[src/rtl/vga_timing_gen_if.sv]
// Raster timing bundle: everything vga_timing_gen drives toward the
// line-buffer fetch engine and the HDMI encoder.
// The frame_cnt signal exists only when VGA_TIMING_FRAME_CNT_EN is defined.
interface vga_timing_gen_if #(
  parameter int CW = 10
);
  logic          hs;
  logic          vs;
  logic          active_nblank;
  logic          v_blank;
  logic          frame_start;
  logic          fetch_line;
  logic [CW-1:0] fetch_y;
  logic [CW-1:0] drawX;
  logic [CW-1:0] drawY;
  logic [CW-1:0] srcX;
  logic [CW-1:0] srcY;
`ifdef VGA_TIMING_FRAME_CNT_EN
  logic [15:0]   frame_cnt;
`endif

  modport master (
    output hs, vs, active_nblank, v_blank, frame_start, fetch_line,
    output fetch_y, drawX, drawY, srcX, srcY
`ifdef VGA_TIMING_FRAME_CNT_EN
    , output frame_cnt
`endif
  );

  modport slave (
    input hs, vs, active_nblank, v_blank, frame_start, fetch_line,
    input fetch_y, drawX, drawY, srcX, srcY
`ifdef VGA_TIMING_FRAME_CNT_EN
    , input frame_cnt
`endif
  );
endinterface

[src/rtl/vga_timing_gen.sv]
// Parametrised raster timing generator with integer pixel/line replication.
// Every output is a register loaded from the *next* raster position, so all
// outputs describe the same (drawX, drawY) in the same cycle.
// Optional: define VGA_TIMING_FRAME_CNT_EN to add a 16-bit frame counter.
module vga_timing_gen #(
  parameter int H_ACTIVE   = 640,
  parameter int H_FP       = 16,
  parameter int H_SYNC     = 96,
  parameter int H_BP       = 48,
  parameter int V_ACTIVE   = 480,
  parameter int V_FP       = 10,
  parameter int V_SYNC     = 2,
  parameter int V_BP       = 33,
  parameter bit HS_POL     = 1'b0,
  parameter bit VS_POL     = 1'b0,
  parameter int FETCH_X    = 640,
  parameter int SCALE_LOG2 = 0,
  parameter int CW         = 10
) (
  input  logic             pixel_clk,
  input  logic             reset,
  vga_timing_gen_if.master bus
);
  localparam int H_TOTAL = H_ACTIVE + H_FP + H_SYNC + H_BP;
  localparam int V_TOTAL = V_ACTIVE + V_FP + V_SYNC + V_BP;

  localparam logic [CW-1:0] H_LAST = CW'(H_TOTAL - 1);
  localparam logic [CW-1:0] V_LAST = CW'(V_TOTAL - 1);
  localparam logic [CW-1:0] FX     = CW'(FETCH_X);
  localparam logic [CW-1:0] S_MASK = CW'((1 << SCALE_LOG2) - 1);

  // Region bounds held in 32 bits so an end bound equal to 2^CW cannot wrap.
  localparam logic [31:0] HA     = 32'(H_ACTIVE);
  localparam logic [31:0] VA     = 32'(V_ACTIVE);
  localparam logic [31:0] HS_BEG = 32'(H_ACTIVE + H_FP);
  localparam logic [31:0] HS_END = 32'(H_ACTIVE + H_FP + H_SYNC);
  localparam logic [31:0] VS_BEG = 32'(V_ACTIVE + V_FP);
  localparam logic [31:0] VS_END = 32'(V_ACTIVE + V_FP + V_SYNC);

  logic [CW-1:0] nx, ny, nny;
  logic          hs_on, vs_on;

  // Next raster position and the line following it (for prefetch).
  always_comb begin
    nx  = (bus.drawX == H_LAST) ? '0 : bus.drawX + CW'(1);
    ny  = bus.drawY;
    if (bus.drawX == H_LAST)
      ny = (bus.drawY == V_LAST) ? '0 : bus.drawY + CW'(1);
    nny = (ny == V_LAST) ? '0 : ny + CW'(1);
    hs_on = (32'(nx) >= HS_BEG) && (32'(nx) < HS_END);
    vs_on = (32'(ny) >= VS_BEG) && (32'(ny) < VS_END);
  end

  // Output registers: reset parks at the last position of the frame so the
  // first released edge lands on (0,0).
  always_ff @(posedge pixel_clk) begin
    if (!reset) begin
      bus.drawX         <= H_LAST;
      bus.drawY         <= V_LAST;
      bus.srcX          <= H_LAST >> SCALE_LOG2;
      bus.srcY          <= V_LAST >> SCALE_LOG2;
      bus.hs            <= ~HS_POL;
      bus.vs            <= ~VS_POL;
      bus.active_nblank <= 1'b0;
      bus.v_blank       <= 1'b1;
      bus.frame_start   <= 1'b0;
      bus.fetch_line    <= 1'b0;
      bus.fetch_y       <= '0;
    end else begin
      bus.drawX         <= nx;
      bus.drawY         <= ny;
      bus.srcX          <= nx >> SCALE_LOG2;
      bus.srcY          <= ny >> SCALE_LOG2;
      bus.hs            <= hs_on ? HS_POL : ~HS_POL;
      bus.vs            <= vs_on ? VS_POL : ~VS_POL;
      bus.active_nblank <= (32'(nx) < HA) && (32'(ny) < VA);
      bus.v_blank       <= (32'(ny) >= VA);
      bus.frame_start   <= (nx == '0) && (ny == '0);
      bus.fetch_line    <= (nx == FX) && (32'(nny) < VA) && ((nny & S_MASK) == '0);
      bus.fetch_y       <= nny >> SCALE_LOG2;
    end
  end

`ifdef VGA_TIMING_FRAME_CNT_EN
  // Frame counter steps on the same edge that raises frame_start.
  always_ff @(posedge pixel_clk) begin
    if (!reset)
      bus.frame_cnt <= '0;
    else if ((nx == '0) && (ny == '0))
      bus.frame_cnt <= bus.frame_cnt + 16'd1;
  end
`endif
endmodule

[src/flat_wrapper.sv]
// flat-port wrapper written by rule: the top's interface ports become plain ports
module vga_timing_gen_flat 
#(
  parameter int H_ACTIVE   = 640,
  parameter int H_FP       = 16,
  parameter int H_SYNC     = 96,
  parameter int H_BP       = 48,
  parameter int V_ACTIVE   = 480,
  parameter int V_FP       = 10,
  parameter int V_SYNC     = 2,
  parameter int V_BP       = 33,
  parameter bit HS_POL     = 1'b0,
  parameter bit VS_POL     = 1'b0,
  parameter int FETCH_X    = 640,
  parameter int SCALE_LOG2 = 0,
  parameter int CW         = 10
)
  (pixel_clk, reset, bus_hs, bus_vs, bus_active_nblank, bus_v_blank, bus_frame_start, bus_fetch_line, bus_fetch_y, bus_drawX, bus_drawY, bus_srcX, bus_srcY);
  vga_timing_gen_if #(.CW(CW)) bus_i ();
  input  logic pixel_clk;
  input  logic reset;
  output wire logic [$bits(bus_i.hs)-1:0] bus_hs;
  output wire logic [$bits(bus_i.vs)-1:0] bus_vs;
  output wire logic [$bits(bus_i.active_nblank)-1:0] bus_active_nblank;
  output wire logic [$bits(bus_i.v_blank)-1:0] bus_v_blank;
  output wire logic [$bits(bus_i.frame_start)-1:0] bus_frame_start;
  output wire logic [$bits(bus_i.fetch_line)-1:0] bus_fetch_line;
  output wire logic [$bits(bus_i.fetch_y)-1:0] bus_fetch_y;
  output wire logic [$bits(bus_i.drawX)-1:0] bus_drawX;
  output wire logic [$bits(bus_i.drawY)-1:0] bus_drawY;
  output wire logic [$bits(bus_i.srcX)-1:0] bus_srcX;
  output wire logic [$bits(bus_i.srcY)-1:0] bus_srcY;
  assign bus_hs = bus_i.hs;
  assign bus_vs = bus_i.vs;
  assign bus_active_nblank = bus_i.active_nblank;
  assign bus_v_blank = bus_i.v_blank;
  assign bus_frame_start = bus_i.frame_start;
  assign bus_fetch_line = bus_i.fetch_line;
  assign bus_fetch_y = bus_i.fetch_y;
  assign bus_drawX = bus_i.drawX;
  assign bus_drawY = bus_i.drawY;
  assign bus_srcX = bus_i.srcX;
  assign bus_srcY = bus_i.srcY;
  vga_timing_gen #(.H_ACTIVE(H_ACTIVE), .H_FP(H_FP), .H_SYNC(H_SYNC), .H_BP(H_BP), .V_ACTIVE(V_ACTIVE), .V_FP(V_FP), .V_SYNC(V_SYNC), .V_BP(V_BP), .HS_POL(HS_POL), .VS_POL(VS_POL), .FETCH_X(FETCH_X), .SCALE_LOG2(SCALE_LOG2), .CW(CW)) u_core (.pixel_clk(pixel_clk), .reset(reset), .bus(bus_i));
endmodule
[config.mk]
export PLATFORM = sky130hd
export DESIGN_NAME = vga_timing_gen_flat
export DESIGN_NICKNAME = d
export VERILOG_FILES = /design/src/rtl/vga_timing_gen_if.sv /design/src/rtl/vga_timing_gen.sv /design/src/flat_wrapper.sv
export SDC_FILE = /design/constraint.sdc
export NUM_CORES = 1
export LEC_CHECK = 0
export CAP_MARGIN = 20
export CORE_MARGIN = 2
export CORE_UTILIZATION = 44
export CTS_CLUSTER_SIZE = 24
export DETAILED_ROUTE_END_ITERATION = 10
export HOLD_SLACK_MARGIN = 0.02
export PLACE_DENSITY = 0.81
export SLEW_MARGIN = 5
export SYNTH_ARGS = -nofsm -noshare
export SYNTH_HDL_FRONTEND = slang
export SYNTH_SLANG_ARGS = --single-unit
[constraint.sdc]
create_clock -name pixel_clk -period 2.65 [get_ports pixel_clk]
set_clock_uncertainty 0.05 [all_clocks]
set_input_delay 0.6625 -clock pixel_clk [delete_from_list [all_inputs] [get_ports pixel_clk]]
set_output_delay 0.6625 -clock pixel_clk [all_outputs]
set_load 0.02 [all_outputs]
==> results.md <==
- Outcome: complete, no violations
- Core ar.: between 4000 and 5000 µm²
- Multi-input gate area: 1400 µm²
- Routed Antenna Nets: 0
- DP Wirelength: 4.51 mm
- R2R Setup Slk: 0.05 ns
- CP cell instances: inv_1, ha_1, nor4bb_4, buf_4, a311oi_1, o21a_1, o21a_1, o211ai_1, nand2b_1, and4b_1
- Die area: about 5700 µm²
- Hold Path Origin: u_core.bus.drawX[0]$_SDFF_PN1_
- R2R cell count: 10
- Tmin final: 2.60 ns
- Min-delay worst type: flop to flop
- Port Buf Inserts: 57
- Synth async-reset ratio: 0
- Iteration-0 DRC Markers: between 300 and 400
- Die H: 75.3 µm
- CTS H-tree depth: 2
- Register area: about 730 µm²
- Warning count from the yosys run: 0
- Cells after synthesis: approximately 260
- CP Launch Type: flop
- Final max-slew violation count: 0
- Top cells by count, synth: 36 x dfxtp_1, 28 x nand2_1, 22 x buf_4
- Syn Area/Cell: approximately 8.5 µm²
- Post-synth top area cell: dfxtp_1
- Largest net degree at the start of global routing: 14
- Worst path bufs/invs: 2
- Final setup TNS: 0 ns
- DRC: 0
- Fillers: ~400
- CP arrival: approximately 2.7 ns
- DRT Pass-1 Iters: 5
- Clk buf depth: 2
- Post-synth top flop: dfxtp_1
- Clk_lat worst skew: 0.29 ns
- Post-synth top area share: 0.322
- Finished Layout Cells: between 300 and 400
- Max-cap viol count: 0
- Starting Density: 0.465
- Worst stage delay on the critical path: 0.34 ns
- Synthesized cell area: ~2200 µm²
- Lkg Pwr: approximately 1.2 nW
- Hold_buf cts: 0
- Most used cell, CP: o21a_1
- Worst R2R Start: u_core.bus.drawY[0]$_SDFF_PN0_
- Via density: 5.72
- Vias in the first global route: 1993
- RR Endpoint: u_core.bus.fetch_line$_SDFF_PN0_
- Hold Path Cell Cnt: 1
- CP top delay family: compound AO/OA/AOI/OAI gates
- CTS Buf Count: 5
- Distinct cell type count after synthesis: 59
- Post-Synthesis Net Count: 270
- GRT Util Overall: 0.225
- Pwr/cell area: 1080 nW/µm²
- #FFs+latches synth: 36
- RSZ-0062 raised after global routing: yes
- Crit-path slowest cell: a311oi_1
- Top post-synthesis cells by area: dfxtp_1 32%, buf_4 7.4%, nand2_1 4.7%, ha_1 3.4%, xnor2_1 3.1%
- Antenna Diode Count: 0
- Total Wirelength: 6.67 mm
- Post-synthesis sequential area ratio: 0.322
- Hold Path End: u_core.bus.drawX[0]$_SDFF_PN1_
- Rel. slew slack: 0.565
- P&R area growth vs syn: 41.0%
- CTS tree: yes
- Inst Count DP: 383
- First-pass GRT wire length: between 9 and 10 mm
- Critical path required time: 2.79 ns
- Grt ovf: 0
- Num rows: 25
- Setup-failing EPs final: 0
- Worst setup EP type: flop
- Reg clk slew, reported paths: about 0.080 ns
- EDFF count, synth: 0
- Die width: 75.3 µm
- Top-count cell post-synth: dfxtp_1
- Worst Path Max Fanout: 8
- Post-layout util: 0.655
- I/O pin total: 58
- VDD IR max: 0.594 mV
- FMAX: approximately 0.38 GHz
- Antenna violations before repair: 0
- Final net count: 335
- Least-Margin Pin Slew: 0.649 ns
- CTS sink count: 36
- Vias: 2258
- Final hold violation count: 0
- Kind of critical path: flop to flop
- Gpl congestion: 0.964
- Drt wl/cell: about 17 µm
- Layout cell share with drive strength beyond 1: 0.256
- Tcrit/Tclk final: 0.981
- Total power draw: approximately 3.4 mW
- Root Buffer: clkbuf_8
- Worst hold slack: 0.469 ns
[flip-flops by register name (all words and copies together) (netlist names)]
name / count
u_core.bus.hs: 1
u_core.bus.fetch_y: 10
u_core.bus.active_nblank: 1
u_core.bus.drawY: 10
u_core.bus.drawX: 10
u_core.bus.frame_start: 1
u_core.bus.vs: 1
u_core.bus.fetch_line: 1
u_core.bus.v_blank: 1
[routing by layer]
layer	up-vias	wire length, µm	GRT usage
li1	1046	-	-
met1	1077	2850	0.315
met2	114	3160	0.357
met3	21	500	0.0370
met4	0	166	0.0702
met5	-	0	0
[placed cells by master (no fill, tap or decap), drive strengths merged, types with 2 or more instances in the layout]
cell / instances
clkdlybuf4s50: 57
dfxtp: 36
buf: 32
nand2: 28
nor2: 15
o21ai: 12
nand3: 11
xnor2: 9
inv: 8
nor2b: 8
nor3: 8
a21oi: 8
xor2: 7
and2: 7
and3: 7
nor4: 7
ha: 6
nand4: 5
clkbuf: 5
nand3b: 4
o211ai: 4
nand2b: 3
o31a: 3
a31oi: 3
o2111ai: 3
or3: 2
o221ai: 2
o21a: 2
nand4b: 2
clkinvlp: 2
nor3b: 2
and4b: 2
or4: 2
a211oi: 2
[per-stage QoR]
stage | setup WS [ns] | instance area (µm²)
finish | 0.0494 | 3160
global route | -0.123 | 3160
CTS | 0.00827 | 3030
detailed placement | -0.0467 | 2920
global placement | 0.128 | 2920
floorplan | 0.00547 | 2260
[where the power goes]
part / switching (mW) / total, mW / internal, mW
combinational: 1.20 / 2.20 / 0.998
sequential: 0.156 / 0.827 / 0.671
clock: 0.209 / 0.395 / 0.186
total: 1.56 / 3.42 / 1.85
[how the worst max path moves through the flow]
stage,startpoint,end,slack [ns],depth (start not counted)
floorplan,u_core.bus.drawY[0]$_SDFF_PN0_,u_core.bus.fetch_line$_SDFF_PN0_,0.005,12
detailed placement,u_core.bus.drawX[1]$_SDFF_PN1_,u_core.bus.fetch_line$_SDFF_PN0_,-0.05,11
global placement,u_core.bus.drawX[0]$_SDFF_PN1_,u_core.bus.fetch_line$_SDFF_PN0_,0.13,11
finish,u_core.bus.drawY[0]$_SDFF_PN0_,u_core.bus.fetch_line$_SDFF_PN0_,0.05,10
CTS,u_core.bus.drawX[1]$_SDFF_PN1_,u_core.bus.fetch_line$_SDFF_PN0_,0.008,9
global route,u_core.bus.drawX[0]$_SDFF_PN1_,u_core.bus.fetch_line$_SDFF_PN0_,-0.12,8
[repair_timing]
action | 4_1_cts | 5_1_grt
setup endpoints to repair | 1 | 14
buffers inserted | 0 | 3
pin swaps | 0 | 6
gates resized for setup | 2 | 24
cloned | 0 | 1
[layout make-up]
class,count,share of cell area
Multi-Input combinational cell,187,0.443
Timing Repair Buffer,89,0.259
Sequential cell,36,0.233
Tap cell,67,0.0266
Clock buffer,5,0.0218
Inverter,8,0.00951
Clock inverter,3,0.00753
[logic make-up (layout without fill, tap and decap cells)]
| logic type | count (synthesis) | after routing | share of synthesized area |
|---|---|---|---|
| AOI/OAI and AO/OA | 46 | 46 | 0.154 |
| xor gates and xnor gates | 16 | 16 | 0.0660 |
| adders and majority gates | 6 | 6 | 0.0335 |
| buffers and inverters | 40 | 105 | 0.108 |
| DFF | 36 | 36 | 0.322 |
| muxes | 1 | 1 | 0.00503 |
| and+or+nand+nor | 117 | 118 | 0.311 |
(Power assumes the default switching activity.)
